## config.mk

```make
export PLATFORM = sky130hd
export DESIGN_NAME = pipe_stage_chain
export DESIGN_NICKNAME = d
export VERILOG_FILES = /design/src/rtl/pipe_stage_chain.sv
export SDC_FILE = /design/constraint.sdc
export NUM_CORES = 1
export LEC_CHECK = 0
export CAP_MARGIN = 10
export CORE_UTILIZATION = 43
export CTS_CLUSTER_SIZE = 25
export DETAILED_ROUTE_END_ITERATION = 12
export GPL_TIMING_DRIVEN = 0
export PLACE_DENSITY = 0.79
export SLEW_MARGIN = 20
export SYNTH_ARGS = -nofsm -noshare
export SYNTH_HDL_FRONTEND = slang
export SYNTH_SLANG_ARGS = --single-unit
```

## constraint.sdc

```tcl
create_clock -name clk -period 6.2 [get_ports clk]
set_input_delay 1.55 -clock clk [delete_from_list [all_inputs] [get_ports clk]]
set_output_delay 1.55 -clock clk [all_outputs]
set_load 0.02 [all_outputs]
```

## src/rtl/pipe_stage_chain.sv

```systemverilog
// Multi-stage valid/ready pipeline with per-stage stall and flush controls,
// collapsing bubbles, and producer-stall / retirement counters.
module pipe_stage_chain #(
    parameter int WIDTH = 32,
    parameter int DEPTH = 4
) (
    input  logic             clk,
    input  logic             rst,
    input  logic             in_valid,
    input  logic [WIDTH-1:0] in_data,
    output logic             in_ready,
    input  logic [DEPTH-1:0] stall_req,
    input  logic [DEPTH-1:0] flush_mask,
    output logic             out_valid,
    output logic [WIDTH-1:0] out_data,
    input  logic             out_ready,
    output logic [DEPTH-1:0] stage_valid,
    output logic [15:0]      stall_cnt,
    output logic [31:0]      retire_cnt
);

    logic [DEPTH-1:0] valid_vec;
    logic [WIDTH-1:0] data_arr [DEPTH];
    logic [DEPTH-1:0] veff;
    logic [DEPTH-1:0] hold;
    logic [15:0]      stall_cnt_reg;
    logic [31:0]      retire_cnt_reg;
    logic             retire;
    logic             blocked;

    // A flushed entry counts as absent for every hold/transfer decision.
    assign veff = valid_vec & ~flush_mask;

    // Hold propagates upstream only through occupied stages, so bubbles collapse.
    always_comb begin
        hold            = '0;
        hold[DEPTH-1]   = stall_req[DEPTH-1] | (veff[DEPTH-1] & ~out_ready);
        for (int k = DEPTH - 2; k >= 0; k--) begin
            hold[k] = stall_req[k] | (veff[k] & hold[k+1]);
        end
    end

    for (genvar gi = 0; gi < DEPTH; gi++) begin : g_stage
        logic             valid_reg;
        logic [WIDTH-1:0] data_reg;
        logic             take;
        logic [WIDTH-1:0] src;

        if (gi == 0) begin : g_head
            assign take = in_valid;
            assign src  = in_data;
        end else begin : g_body
            assign take = veff[gi-1] & ~hold[gi-1];
            assign src  = data_arr[gi-1];
        end

        always_ff @(posedge clk or posedge rst) begin
            if (rst) begin
                valid_reg <= 1'b0;
                data_reg  <= '0;
            end else if (hold[gi]) begin
                valid_reg <= veff[gi];
            end else begin
                valid_reg <= take;
                if (take) begin
                    data_reg <= src;
                end
            end
        end

        assign valid_vec[gi] = valid_reg;
        assign data_arr[gi]  = data_reg;
    end

    assign in_ready    = ~hold[0];
    assign out_valid   = veff[DEPTH-1] & ~stall_req[DEPTH-1];
    assign out_data    = data_arr[DEPTH-1];
    assign stage_valid = valid_vec;

    assign retire  = out_valid & out_ready;
    assign blocked = in_valid & ~in_ready;

    always_ff @(posedge clk or posedge rst) begin
        if (rst) begin
            stall_cnt_reg  <= '0;
            retire_cnt_reg <= '0;
        end else begin
            if (blocked && (stall_cnt_reg != 16'hFFFF)) begin
                stall_cnt_reg <= stall_cnt_reg + 16'd1;
            end
            if (retire) begin
                retire_cnt_reg <= retire_cnt_reg + 32'd1;
            end
        end
    end

    assign stall_cnt  = stall_cnt_reg;
    assign retire_cnt = retire_cnt_reg;

endmodule
```

* Word-level counts from Yosys, hierarchy flattened
Cells that the tools add are included.
Storage, ports and cells: flip-flop bits (word level) 180, input port bits 44, output and inout bits 86, word-level logic and storage cells 44
Operators by class: add/sub/neg operators 2, eq/ne operators 1, multiplexer cells 4, bitwise logic cells 22, reductions and logical operators 5
Operator list (number):
- adder 32 x 1 -> 32 bit, second input constant | 1
- adder 16 x 1 -> 16 bit, second input constant | 1
- inequality test 16 bit, second input constant | 1
- bitwise AND 1 bit | 10
- AND reduction 2 bit | 4
- inverter 1 bit | 6
- bitwise AND 4 bit | 1
- 2-to-1 mux 1 bit | 4
- inverter 4 bit | 1
- bitwise OR 1 bit | 4
- logical AND 1 bit | 1

* Logic depth before layout (Yosys ltp)
depth after elaboration 13, depth in mapped cells 7

* Worst setup path after synthesis
Ideal clock, no wire load.
kind input to output, start input port stall_req[3], end output port in_ready, arrival 2281 ps, path slack 2369 ps, stages 3, cell sequence or2_1 o221ai_1 and2_1
Between the ends: word-level cells in the longest chain between the ends 8
Ends and longest elaborated chain:
- start, declared | line 12 | input logic [DEPTH-1:0] stall_req,
- bitwise OR 1 bit | line 37 | hold[DEPTH-1] = stall_req[DEPTH-1] | (veff[DEPTH-1] & ~out_ready);
- bitwise AND 1 bit | line 39 | hold[k] = stall_req[k] | (veff[k] & hold[k+1]);
- bitwise OR 1 bit | line 39
- bitwise AND 1 bit | line 39
- bitwise OR 1 bit | line 39
- bitwise AND 1 bit | line 39
- bitwise OR 1 bit | line 39
- inverter 1 bit | line 75 | assign in_ready = ~hold[0];
- end, declared | line 11 | output logic in_ready,
Every way passes these cells.

* Final worst setup path
start input port flush_mask[0], end output port in_ready
Between the ends: word-level cells in the longest chain between the ends 5
Ends and longest elaborated chain:
- start, declared | line 13 | input logic [DEPTH-1:0] flush_mask,
- inverter 4 bit | line 32 | assign veff = valid_vec & ~flush_mask;
- bitwise AND 4 bit | line 32
- bitwise AND 1 bit | line 39
- bitwise OR 1 bit | line 39
- inverter 1 bit | line 75
Every way passes these cells.

==> impl_results.md <==
- Outcome: finished, final reports clean
- Clock skew after layout: 0.0109 ns
- Ratio of routed vias to standard cells: 5.02
- WL final: 14600 um
- Diodes inserted: 0
- Power density normalized to cell area: 298 nW/um^2
- Net count of the finished layout: 698
- Maximum number of pins on one net before global-route repair: 37
- Largest driver fanout on the critical path: 2
- Combinational group share of total power: 12.7%
- Number of antenna violations at the first check in global routing: 0
- Pin slew with the least headroom to its limit: 0.864 ns
- Maximum number of buffers from clock root to sink: 2
- Path category of the worst min-delay check: register to register
- Detailed-placement wirelength estimate: 10500 um
- Most common cell after layout, fill and taps aside: dfrtp_1
- VDD IR max: 0.000193 V
- Count of max-cap constraint violations: 0
- Average routed wire per standard cell: 16.5 um
- Total clock buffers created by CTS: 17
- Fin Setup TNS: 0 ns
- Maximum clock rate: 194 MHz
- Count of fill cells added during filler insertion: 1299
- Clock share of power: 35.8%
- Worst EP required: 4.65 ns
- Total die area: 17300 um^2
- Cell Int Power: 2.12 mW
- CTS Root Buffer Type: clkbuf_16
- Net count after synthesis: 545
- Yosys cell types: 40
- Area occupied by registers: 4500 um^2
- Wire length of the first global-routing pass: 24500 um
- Final setup fails: 0
- Area of the multi-input gates: 2570 um^2
- Number of synthesized register bits: 180
- Switching part of the total: 24.7%
- CTS Sinks: 180
- Largest family of logic cells by synthesized area: multiplexers
- Crit path arrival time: 3.60 ns
- Post-synthesis share of cell area spent on full adders, half adders and majority gates: 0.347%
- Area overhead of the layout relative to synthesis: 30.8%
- Post-synthesis simple-gate area fraction: 8.37%
- Post-route minimum period: 5.15 ns
- Leading cell types in the layout, fill and taps excluded: 180 x dfrtp_1, 129 x clkdlybuf4s50_1, 128 x mux2_2
- Remaining global-route overflow: 0
- Final hold violations: 0
- Post CTS Setup Buffer Count: 0
- Flip-flop count of the largest register after layout: 96
- Switching component of the power: 697 uW
- Count of boundary I/O pins: 130
- Setup repair after global routing missed its margin: no
- Fraction of the mapped netlist area in compound gates: 0.797%
- Via count: 4442
- CTS H-tree depth: 4
- Post-route cell area: 9450 um^2
- Final weighted congestion in routability-driven placement: 0.762
- Nature of the critical path startpoint: input port
- Portion of the post-synthesis area used by sequential elements: 62.4%
- Clk Latency, worst-skew pair: 0.42 ns
- Total GRT Usage: 18.1%
- Total standard cell area after synthesis: 7220 um^2
- Total iterations of the first detailed-routing run: 4
- Number of resized instances in the post-cts repair step: 0
- Leak Pwr: 4.26 nW
- CP endpoint kind: primary output
- DRC Markers: 0
- Quantity of I/O buffers inserted on ports: 129
- Clock edge transition at the registers on the reported setup and hold paths: 0.06 ns
- Number of global-route vias before repair: 4748
- Share of layout cells above drive strength 1: 28.6%
- Sequential cell fraction of total power: 51.5%
- Hold buffer count at cts: 0
- Vertical die dimension: 132 um
- Cell area after placement: 8890 um^2
- Row cnt: 47
- TritonCTS clock tree: built
- Average footprint of a synthesized cell: 14.5 um^2
- Post-detailed-route count of antenna-violating nets: 0
- Crit Path Category: input port to primary output
- Portion of netlist area occupied by mux cells: 20.6%
- Die width: 132 um
- Final max-slew violation count: 0
- Headroom to the max-slew limit: 41.9%
- Warnings, synthesis: 0
- Synthesized netlist cell count: 499
- First DRT Iteration DRCs: 214
- Synthesized-area fraction occupied by xor and xnor cells: 5.46%
- Standard cell core area: 16500 um^2
- Worst hold margin: 0.484 ns
- Final cycle utilization of the critical path: 83.1%
- Initial cell density of the core: 43.9%
[metrics by stage]
step           util, %  cells  setup slack (ns)  power (mW)
2_1_floorplan        -    499              2.34        1.68
5_1_grt           57.4    885             0.891        2.95
3_3_place_gp      53.4    848             0.921        1.79
3_5_place_dp      54.0    853             0.953        1.83
6_report          57.4    885              1.05        2.82
4_1_cts           57.4    885             0.945        2.85
[cells in the mapped netlist]
cell type,n,area share [%]
or4_1,1,0.10
buf_4,5,0.52
o21ai_0,3,0.21
o22ai_1,2,0.17
nor3b_1,2,0.21
and4_1,3,0.36
nand3_2,1,0.14
nor4_2,1,0.17
dfrtp_1,180,62
nor2b_1,5,0.43
nand4_1,11,0.95
inv_1,6,0.31
or2b_1,2,0.21
ha_1,2,0.35
mux2_4,3,0.62
nand3_1,14,0.97
nand2_1,27,1.4
or2_1,1,0.087
nor4_4,1,0.29
and3_1,8,0.69
and4_4,1,0.16
o221ai_1,1,0.12
nor4bb_1,2,0.28
nor3_1,1,0.069
buf_1,2,0.10
and2b_1,1,0.10
nor3_2,1,0.14
mux2_2,128,20
nand2b_1,2,0.17
or4b_4,1,0.19
xnor2_1,35,4.2
buf_6,3,0.47
nor4_1,3,0.26
and2_1,4,0.35
buf_2,9,0.62
nor2_1,12,0.62
a21oi_1,3,0.21
a31oi_1,1,0.087
clkbuf_1,1,0.052
xor2_1,10,1.2
[logic make-up (layout without fill, tap and decap cells)]
logic type               after synthesis  count (layout)
flip-flops                           180             180
AO/OA/AOI/OAI                         10              10
adder cells (fa/ha/maj)                2               2
buffers and inverters                 26             192
multiplexers                         131             131
XOR/XNOR                              45              45
AND/OR/NAND/NOR                      105             105
[worst max-delay path: stages]
cell and delay [ns]:
clkdlybuf4s50_1 0.44, nor4bb_1 0.49, o221ai_1 0.34, and2_1 0.25, clkdlybuf4s50_1 0.54
[power by group through the flow]
stage / Clock [mW] / Sequential (mW) / Combinational (mW)
2_1_floorplan: 0 / 1.46 / 0.214
3_3_place_gp: 0 / 1.46 / 0.335
3_5_place_dp: 0 / 1.47 / 0.360
4_1_cts: 1.03 / 1.45 / 0.365
5_1_grt: 1.08 / 1.48 / 0.393
6_report: 1.01 / 1.45 / 0.358
[area by class of cell]
class	count	area share [%]
tap	220	2.91
inverter	6	0.278
multi-input combinational	293	27.2
sequential	180	47.7
clock buffer	19	4.58
timing repair buffer	134	14.7
buffer	20	1.35
clock inverter	13	1.31
[final timing paths]
kind / start / to / slack, ns / cells past startpoint
min: retire_cnt[31] / retire_cnt[31] / 0.48 / 1
min in group asynchronous: rst / retire_cnt[25] / 1.55 / 2
max in group asynchronous: rst / stall_cnt[4] / 3.66 / 5
min reg2reg: retire_cnt[31] / retire_cnt[31] / 0.48 / 1
max: flush_mask[0] / in_ready / 1.05 / 5
max reg2reg: g_stage[1].valid_reg / g_stage[0].data_reg[24] / 3.68 / 6
[per-layer routing]
| layer | vias to the layer above | global-route usage (%) | wire (um) |
|---|---|---|---|
| met4 | 0 | 6.85 | 253 |
| li1 | 2044 | - | - |
| met2 | 121 | 31.3 | 7520 |
| met5 | - | 0 | 0 |
| met1 | 2260 | 22.4 | 6270 |
| met3 | 17 | 3.63 | 540 |
Power figures use the tool's default switching activity.
